$ cat src/rtl/calc_pkg.sv
// Shared definitions for the keypad calculator sequencer: key codes, ALU
// operation encodings and the control FSM state set.
package calc_pkg;

  localparam logic [3:0] KEY_ADD = 4'hA;
  localparam logic [3:0] KEY_SUB = 4'hB;
  localparam logic [3:0] KEY_MUL = 4'hC;
  localparam logic [3:0] KEY_DIV = 4'hD;
  localparam logic [3:0] KEY_EQ  = 4'hE;
  localparam logic [3:0] KEY_CLR = 4'hF;

  typedef enum logic [1:0] {
    OP_ADD = 2'd0,
    OP_SUB = 2'd1,
    OP_MUL = 2'd2,
    OP_DIV = 2'd3
  } alu_op_e;

  typedef enum logic [2:0] {
    ENTRY_A,
    OP_SET,
    ENTRY_B,
    EXEC,
    RESULT,
    ERROR
  } state_e;

  function automatic logic is_digit(input logic [3:0] key);
    return key <= 4'd9;
  endfunction

  function automatic logic is_op(input logic [3:0] key);
    return (key >= KEY_ADD) && (key <= KEY_DIV);
  endfunction

  function automatic alu_op_e key_to_op(input logic [3:0] key);
    alu_op_e op;
    case (key)
      KEY_SUB: op = OP_SUB;
      KEY_MUL: op = OP_MUL;
      KEY_DIV: op = OP_DIV;
      default: op = OP_ADD;
    endcase
    return op;
  endfunction

endpackage

$ cat src/rtl/calc_operand_reg.sv
// Nibble-shift entry register: builds a hex operand one digit at a time and
// stops accepting digits once DIGITS have been entered.
module calc_operand_reg #(
  parameter int WIDTH  = 16,
  parameter int DIGITS = 4
) (
  input  logic             clk,
  input  logic             rst,
  input  logic             clr,
  input  logic             shift,
  input  logic             set,
  input  logic             load,
  input  logic [3:0]       digit,
  input  logic [WIDTH-1:0] load_value,
  output logic [WIDTH-1:0] value
);

  localparam int CW = $clog2(DIGITS + 1);

  logic [CW-1:0] count;

  // NOTE: sequential state uses non-blocking assignments so every register
  // samples the pre-edge values of its neighbours, independent of block order.
  always_ff @(posedge clk or posedge rst) begin
    if (rst) begin
      value <= '0;
      count <= '0;
    end else if (clr) begin
      value <= '0;
      count <= '0;
    end else if (load) begin
      // A loaded result is not a digit entry; mark the register full.
      value <= load_value;
      count <= CW'(DIGITS);
    end else if (set) begin
      value <= WIDTH'(digit);
      count <= CW'(1);
    end else if (shift && (count < CW'(DIGITS))) begin
      value <= {value[WIDTH-5:0], digit};
      count <= count + 1'b1;
    end
  end

endmodule

$ cat src/rtl/calc_sequencer.sv
// Keypad calculator control FSM: collects operands from key events, runs the
// shared ALU over a start/done handshake and drives the display value/error.
module calc_sequencer
  import calc_pkg::*;
#(
  parameter int WIDTH       = 16,
  parameter int DIGITS      = 4,
  parameter int ALU_TIMEOUT = 64
) (
  input  logic             clk,
  input  logic             rst,
  input  logic             key_valid,
  input  logic [3:0]       key_code,
  output logic             key_ready,
  output logic             alu_start,
  output logic [1:0]       alu_op,
  output logic [WIDTH-1:0] alu_a,
  output logic [WIDTH-1:0] alu_b,
  input  logic             alu_done,
  input  logic [WIDTH-1:0] alu_result,
  input  logic             alu_err,
  output logic [WIDTH-1:0] disp_value,
  output logic             disp_err
);

  localparam int TW = $clog2(ALU_TIMEOUT);

  state_e         state, state_next;
  alu_op_e        op, op_next, pend_op, pend_op_next;
  logic           pend, pend_next;
  logic [TW-1:0]  timer, timer_next;
  logic           start_next;
  logic           key_ev;
  logic           acc_clr, acc_shift, acc_set, acc_load;
  logic           opnd_clr, opnd_shift, opnd_set;
  logic [WIDTH-1:0] acc_value, opnd_value;

  assign key_ready = (state != EXEC);
  assign key_ev    = key_valid & key_ready;

  calc_operand_reg #(.WIDTH(WIDTH), .DIGITS(DIGITS)) u_acc (
    .clk        (clk),
    .rst        (rst),
    .clr        (acc_clr),
    .shift      (acc_shift),
    .set        (acc_set),
    .load       (acc_load),
    .digit      (key_code),
    .load_value (alu_result),
    .value      (acc_value)
  );

  calc_operand_reg #(.WIDTH(WIDTH), .DIGITS(DIGITS)) u_opnd (
    .clk        (clk),
    .rst        (rst),
    .clr        (opnd_clr),
    .shift      (opnd_shift),
    .set        (opnd_set),
    .load       (1'b0),
    .digit      (key_code),
    .load_value ('0),
    .value      (opnd_value)
  );

  always_ff @(posedge clk or posedge rst) begin
    if (rst) begin
      state     <= ENTRY_A;
      op        <= OP_ADD;
      pend_op   <= OP_ADD;
      pend      <= 1'b0;
      timer     <= '0;
      alu_start <= 1'b0;
    end else begin
      state     <= state_next;
      op        <= op_next;
      pend_op   <= pend_op_next;
      pend      <= pend_next;
      timer     <= timer_next;
      alu_start <= start_next;
    end
  end

  // NOTE: every output of this block gets a default first, so no path can
  // leave a signal unassigned and infer a latch.
  always_comb begin
    state_next   = state;
    op_next      = op;
    pend_op_next = pend_op;
    pend_next    = pend;
    timer_next   = '0;
    start_next   = 1'b0;
    acc_clr      = 1'b0;
    acc_shift    = 1'b0;
    acc_set      = 1'b0;
    acc_load     = 1'b0;
    opnd_clr     = 1'b0;
    opnd_shift   = 1'b0;
    opnd_set     = 1'b0;

    // key_ev is never true in EXEC, so clear is dropped there.
    if (key_ev && (key_code == KEY_CLR)) begin
      state_next   = ENTRY_A;
      op_next      = OP_ADD;
      pend_op_next = OP_ADD;
      pend_next    = 1'b0;
      acc_clr      = 1'b1;
      opnd_clr     = 1'b1;
    end else begin
      case (state)
        ENTRY_A: begin
          if (key_ev && is_digit(key_code)) begin
            acc_shift = 1'b1;
          end else if (key_ev && is_op(key_code)) begin
            op_next    = key_to_op(key_code);
            state_next = OP_SET;
          end
        end
        OP_SET: begin
          if (key_ev && is_digit(key_code)) begin
            opnd_set   = 1'b1;
            state_next = ENTRY_B;
          end else if (key_ev && is_op(key_code)) begin
            op_next = key_to_op(key_code);
          end
        end
        ENTRY_B: begin
          if (key_ev && is_digit(key_code)) begin
            opnd_shift = 1'b1;
          end else if (key_ev && (key_code == KEY_EQ)) begin
            start_next = 1'b1;
            state_next = EXEC;
          end else if (key_ev && is_op(key_code)) begin
            pend_next    = 1'b1;
            pend_op_next = key_to_op(key_code);
            start_next   = 1'b1;
            state_next   = EXEC;
          end
        end
        EXEC: begin
          timer_next = timer + 1'b1;
          if (alu_done && alu_err) begin
            pend_next  = 1'b0;
            state_next = ERROR;
          end else if (alu_done) begin
            acc_load = 1'b1;
            if (pend) begin
              op_next    = pend_op;
              pend_next  = 1'b0;
              state_next = OP_SET;
            end else begin
              state_next = RESULT;
            end
          end else if (timer == TW'(ALU_TIMEOUT - 1)) begin
            pend_next  = 1'b0;
            state_next = ERROR;
          end
        end
        RESULT: begin
          if (key_ev && is_op(key_code)) begin
            op_next    = key_to_op(key_code);
            state_next = OP_SET;
          end else if (key_ev && is_digit(key_code)) begin
            acc_set    = 1'b1;
            state_next = ENTRY_A;
          end
        end
        default: ;
      endcase
    end
  end

  // Operands and op only change outside EXEC, so they are stable while busy.
  assign alu_a      = acc_value;
  assign alu_b      = opnd_value;
  assign alu_op     = op;
  assign disp_value = ((state == ENTRY_B) || (state == EXEC)) ? opnd_value : acc_value;
  assign disp_err   = (state == ERROR);

endmodule

$ cat config.mk
export PLATFORM = sky130hd
export DESIGN_NAME = calc_sequencer
export DESIGN_NICKNAME = d
export VERILOG_FILES = /design/src/rtl/calc_pkg.sv /design/src/rtl/calc_operand_reg.sv /design/src/rtl/calc_sequencer.sv
export SDC_FILE = /design/constraint.sdc
export NUM_CORES = 1
export LEC_CHECK = 0
export ABC_AREA = 1
export CORE_MARGIN = 2
export CORE_UTILIZATION = 55
export DETAILED_ROUTE_END_ITERATION = 8
export PLACE_DENSITY = 0.87
export SLEW_MARGIN = 40
export SYNTH_ARGS = -nofsm -noshare
export SYNTH_HDL_FRONTEND = slang
export SYNTH_HIERARCHICAL = 1
export SYNTH_SLANG_ARGS = --single-unit
$ cat constraint.sdc
create_clock -name clk -period 4.2 [get_ports clk]
set_input_delay 0.63 -clock clk [delete_from_list [all_inputs] [get_ports clk]]
set_output_delay 0.63 -clock clk [all_outputs]
set_load 0.05 [all_outputs]
==> metrics.yaml, run 1 <==
cap_viol_max_count: 0
tritoncts_clock_tree: "done"
hpwl_um: 6790
drv_slew: 0
commonest_cells_post_synth: "169 x nand2_1, 53 x dfrtp_1, 32 x a21boi_0"
grt_pass1_wl_um: 14600
cp_slowest_stage_delay_ns: 0.83
post-place-ws_ns: 1.47
ordered_cell_list_for_the_critical_path: "inv_2 -> nand2_2 -> nand2_1 -> nand2_1 -> clkdlybuf4s50_1"
grt_antenna_before_repair: 0
grtUsageMet1_pct: 37.2
worst-path-max-fanout: 19
flow.area_growth_from_synthesis_pct: 26.4
globalRouteTotalUtil_pct: 28.5
finalSetupViolCount: 0
period_share_pct: 70.8
worst_setup_hold_path_clk_slew_ns: 0.10
initial_standard_cell_utilization_of_the_core_pct: 56.8
placement.cell_area_um2: 4170
proportion_of_synthesized_chip_area_in_sequential_cells_pct: 39.4
run_status: "finished clean"
design.core.area_um2: 5920
timing.fmax_ghz: 0.336
critical_path_buf_inv_count: 2
cts_inserted_buffers: 5
layout.filler_cells: 473
post_detailed_route_drc_marker_count: 0
critPathTopFamily: "buffers and inverters"
routabilityCongestion: 1.03
yosys_warnings: 6
top_usage_layer: "met2"
antenna_left: 0
routed-via-count: 3237
grt_max_degree: 20
totalPowerFinal_mw: 3.26
crit_path_top_delay_cell: "clkdlybuf4s50_1"
final_nets: 552
post_cts.resized_instances: 0
hold_path_class: "register to register"
post_cts_buffers: 0
tightest_slew_ns: 0.741
cts.sinks: 53
p_leak_nw: 2.02
worst_hold_slack_ns: 0.464
finalClockSkew_ns: 0.00616
clock_insertion_delay_worst_skew_ns: 0.31
detailedRoute.firstPassIterationCount: 4
detail_route.iter0.violations: 230
i_o_pin_total: 78
layout_setup_ws_ns: 1.23
grt.met3_usage_pct: 6.63
synth.largest_area_cell: "dfrtp_1"
netlist_instances: 437
end_kind: "output pin"
ctsHoldBuffers: 0
synth_async_sr_flop_share_pct: 100
unrepaired_setup_endpoints_after_global_routing: "no"
groute.layer.met2.usage_pct: 47.3
timing_hold_violations_final: 0
die-height_um: 82.2
totalNegativeSetupSlack_ns: 0
post_route_cells_drive_above_1_share_pct: 12.4
worst-endpoint-required_ns: 3.57
post-synth-top-count-cell: "nand2_1"
cts.path.max_buffers: 2
final_cell_area_um2: 4250
pwr_density_cell_nw_per_um2: 767
vdd_drop_max_v: 0.000583
routed_via_density: 5.40
insertedDiodeCount: 0
place.port_buffers: 77
totalWireLength_um: 9100
grt_pass1_vias: 3094
die_w_um: 82.2
synth_top_cells_by_area: "dfrtp_1 39%, nand2_1 19%, a21boi_0 7.1%"
netlist_area_um2: 3360
flop_and_latch_count_out_of_synthesis: 53
data_arrival_at_the_endpoint_of_the_critical_path_ns: 2.34
critical-path-top-cell-by-count: "nand2_1"
relSlewSlack_pct: 50.5
grt_overflow: 0
clk_root_buffer_cell: "clkbuf_8"
synth_cell_type_count: 33
wl_per_cell_um: 15.2
syn_avg_cell_area_um2: 7.70
fin_crit_ns: 2.97
synth_top_area_share_pct: 39.4
clock_h_tree_levels: 2
setup.worst_path.start_class: "register"
dominantRegCellSynth: "dfrtp_1"
path_class: "register to output pin"
synth_enable_flop_cells: 0
placementRows: 28
dieArea_um2: 6760
[per-stage QoR]
stage / util, % / std cells
after floorplan: - / 453
after detailed placement: 70.4 / 592
final: 71.8 / 599
after global routing: 71.8 / 599
after CTS: 71.8 / 599
after global placement: 70.4 / 592
[registers in the layout, summed over array words and instances, names as in the netlist]
signal and flops:
u_acc/count 3, u_acc/value 16, pend 1, u_opnd/count 3, u_opnd/value 16, pend_op 2, state 3, alu_start 1
alu_op 2, timer 6
[where the power goes]
group / switching [mW] / internal, mW
sequential: 0.203 / 0.681
clock: 0.168 / 0.116
combinational: 1.44 / 0.660
total: 1.81 / 1.46
[layout make-up]
| type | instances | area, um2 | share of cell area, % |
|---|---|---|---|
| clock inverter | 1 | 8.76 | 0.206 |
| clock buffer | 6 | 72.6 | 1.71 |
| multi-input combinational | 345 | 1810 | 42.5 |
| timing repair buffer | 78 | 778 | 18.3 |
| tap | 75 | 93.8 | 2.21 |
| sequential | 53 | 1330 | 31.2 |
| inverter | 41 | 166 | 3.91 |
[cells in the final DEF (no fill, tap or decap), types with 5 or more instances in the layout]
cell and n:
nor2_1 18, nand2_2 6, nand3b_1 5, o21ai_2 23
o21ai_1 5, a21boi_0 32, nand2_1 169, nor2_4 5
conb_1 17, dfrtp_1 53, inv_2 8, clkbuf_8 5
a21oi_1 9, inv_1 29, o21ai_0 18, nand3_1 13
clkdlybuf4s50_1 77
[per-layer routing]
metal,vias up,share of wire [%]
met3,12,8.2
met1,1513,42
li1,1557,-
met4,0,1.4
met5,-,0
met2,155,49
[logic make-up (layout without fill, tap and decap cells)]
family,after synthesis,after routing,share of synthesized area (%)
simple gates,235,235,32.2
fa+ha+maj,3,3,1.12
flops,53,53,39.4
buf+inv,55,126,8.67
compound gates,90,90,18.5
other cells,1,17,0.112
[worst paths after layout]
path	from	endpoint	slack, ns	cells past startpoint
setup / recovery	state[2]	disp_value[5]	1.23	5
hold reg to reg	timer[0]	timer[0]	0.46	1
setup reg to reg	state[2]	u_acc/value[11]	2.13	8
max in group asynchronous	rst	u_acc/value[6]	2.88	2
hold / removal	timer[0]	timer[0]	0.46	1
min in group asynchronous	rst	u_opnd/count[0]	0.75	2
Power figures use the tool's default switching activity.
==> run 2: changes to the inputs <==
Settings changed: CORE_UTILIZATION 55 to 46, PLACE_DENSITY 0.87 to 0.77.
Clock period 4.2 ns to 2.6 ns, I/O delays scaled along.
==> run 2 against run 1 <==
Compared with the run above:
- wire length is 3.9% lower
- global-route usage is 5.5 points lower
- worst setup slack worse by 1.0 ns
- combinational power is 57% higher
- critical path depth is 2 lower
- largest cell class unchanged
- largest power group unchanged
==> metrics.yaml, run 2 (same netlist as run 1, synthesis figures left out) <==
timing.fmax_ghz: 0.416
relSlewSlack_pct: 53.6  # +3.1 points
flow.area_growth_from_synthesis_pct: 27.2
fin_crit_ns: 2.40
placement.cell_area_um2: 4180  # +0.30%
finalClockSkew_ns: 0.00867  # +0.00251 ns
vdd_drop_max_v: 0.000776  # +33%
clk_root_buffer_cell: "clkbuf_8"
instances_no_fill: 627  # +4.7%
routed_via_density: 4.95  # -8.4%
final_nets: 555  # +0.54%
largest_registers: "u_acc/value: 16 flops, u_opnd/value: 16 flops, timer: 6 flops"
cts_inserted_buffers: 5  # unchanged
drv_slew: 0  # unchanged
antenna_left: 0  # unchanged
pwr-share-comb_pct: 63.3  # -0.9 points
run_status: "finished clean"
dieArea_um2: 8010  # +19%
post_route_cells_drive_above_1_share_pct: 16.3  # +3.9 points
clock_insertion_delay_worst_skew_ns: 0.31  # about the same
top_usage_layer: "met2"
totalNegativeSetupSlack_ns: 0  # unchanged
clock_h_tree_levels: 2  # unchanged
die_w_um: 89.5  # +8.9%
placedCellCount: 619  # +4.6%
groute.layer.met2.usage_pct: 37.4  # -9.8 points
setup.worst_path.start_class: "register"
pwr-share-seq_pct: 27.3  # +0.2 points
end_kind: "output pin"
post_cts_buffers: 0  # unchanged
hold_path_class: "register to register"
worst_setup_hold_path_clk_slew_ns: 0.10  # about the same
i_o_pin_total: 78  # unchanged
power_switching_share_pct: 55.3  # -0.086 points
grt_overflow: 0  # unchanged
layout_commonest_cell: "nand2_1"
routabilityCongestion: 0.857  # -17%
insertedDiodeCount: 0  # unchanged
share_clk_of_total_power_pct: 9.4  # +0.7 points
p_leak_nw: 2.06  # +2.2%
grt.met3_usage_pct: 3.97  # -2.7 points
wl_per_cell_um: 14.0  # -8.2%
worst-endpoint-required_ns: 2.21  # -1.36 ns
post_detailed_route_drc_marker_count: 0  # unchanged
finalSetupViolCount: 0  # unchanged
grtUsageMet1_pct: 31.6  # -5.7 points
detail_route.iter0.violations: 143  # -38%
grt_pass1_wl_um: 14100  # -3.2%
data_arrival_at_the_endpoint_of_the_critical_path_ns: 2.01  # -0.33 ns
die-height_um: 89.5  # +8.9%
grt_max_degree: 20  # unchanged
totalWireLength_um: 8750  # -3.9%
placementRows: 31  # +11%
internal_power_contribution_mw: 2.34  # +60%
grt_antenna_before_repair: 0  # unchanged
grt_pass1_vias: 2917  # -5.7%
worst_hold_slack_ns: 0.469  # +0.00531 ns
routed-via-count: 3105  # -4.1%
cap_viol_max_count: 0  # unchanged
globalRouteTotalUtil_pct: 23.0  # -5.5 points
place.port_buffers: 77  # unchanged
design.core.area_um2: 7180  # +21%
tightest_slew_ns: 0.691  # -0.0500 ns
worst-path-max-fanout: 8  # -11
hpwl_um: 6660  # -2.0%
cts.path.max_buffers: 2  # unchanged
post_cts.resized_instances: 0  # unchanged
ctsHoldBuffers: 0  # unchanged
layout.filler_cells: 681  # +44%
initial_standard_cell_utilization_of_the_core_pct: 46.9  # -9.9 points
path_class: "register to output pin"
totalPowerFinal_mw: 5.22  # +60%
tritoncts_clock_tree: "done"
power.net_switching_mw: 2.89  # +60%
cts.sinks: 53  # unchanged
final_cell_area_um2: 4280  # +0.65%
unrepaired_setup_endpoints_after_global_routing: "no"
mostFrequentLayoutCells: "169 x nand2_1, 61 x clkdlybuf4s50_1, 53 x dfrtp_1"
pwr_density_cell_nw_per_um2: 1220  # +59%
period_share_pct: 92.4
timing_hold_violations_final: 0  # unchanged
detailedRoute.firstPassIterationCount: 4  # unchanged
## run 2: cell count changes in the layout (fill, tap and decap cells not counted), sizes merged
cell,previous run,this run
buf,1,20
clkdlybuf4s50,77,61
clkinv,2,4
inv,40,39
## run 2: per-stage QoR
stage / utilization, % / setup slack [ns]
finish: 59.6 / 0.197
global route: 59.6 / 0.110
CTS: 59.6 / 0.185
detailed placement: 58.3 / 0.184
global placement: 58.3 / 0.314
floorplan: - / 0.550
## run 2: final cells by class
class                   instances  area (um2)  share of cell area (%)
clock inverters                 2        13.8                   0.322
flip-flops and latches         53        1330                    31.0
multi-input cells             345        1810                    42.2
repair buffers                 81         761                    17.8
well taps                      99         124                    2.89
inverters                      41         166                    3.89
clock buffers                   6        82.6                    1.93
## run 2: routing by layer
| layer | vias up | wire length, um |
|---|---|---|
| met3 | 14 | 483 |
| met5 | - | 0 |
| li1 | 1559 | - |
| met2 | 88 | 4180 |
| met1 | 1444 | 3950 |
| met4 | 0 | 136 |
## run 2: power by group through the flow
stage                     Sequential (mW)  Clock (mW)  Combinational (mW)
after floorplan                      2.00           0                1.77
after global placement               1.44           0                3.28
after detailed placement             1.44           0                3.31
after CTS                            1.43       0.505                3.32
after global routing                 1.46       0.537                3.55
final                                1.42       0.493                3.30
## run 2: worst paths after layout
| kind | start | endpoint | slack, ns | cells past startpoint |
|---|---|---|---|---|
| max in group asynchronous | rst | alu_start | 1.67 | 2 |
| min in group asynchronous | rst | u_acc/count[1] | 0.53 | 2 |
| worst max register to register | state[2] | u_opnd/count[2] | 0.54 | 10 |
| worst min-delay path | timer[0] | timer[0] | 0.47 | 1 |
| worst max-delay path | state[0] | disp_err | 0.20 | 3 |
| worst min register to register | timer[0] | timer[0] | 0.47 | 1 |
## run 2: critical path, cell delays in order (launching register included)
cell             delay [ns]
dfrtp_1                0.57
inv_1                  0.14
nor3_1                 0.18
clkdlybuf4s50_1        0.82
==> run 3: changes to the inputs <==
Settings changed: TNS_END_PERCENT set to 20.
==> results of run 3 <==
Final layout, timing and power as in run 2 (identical DEF).
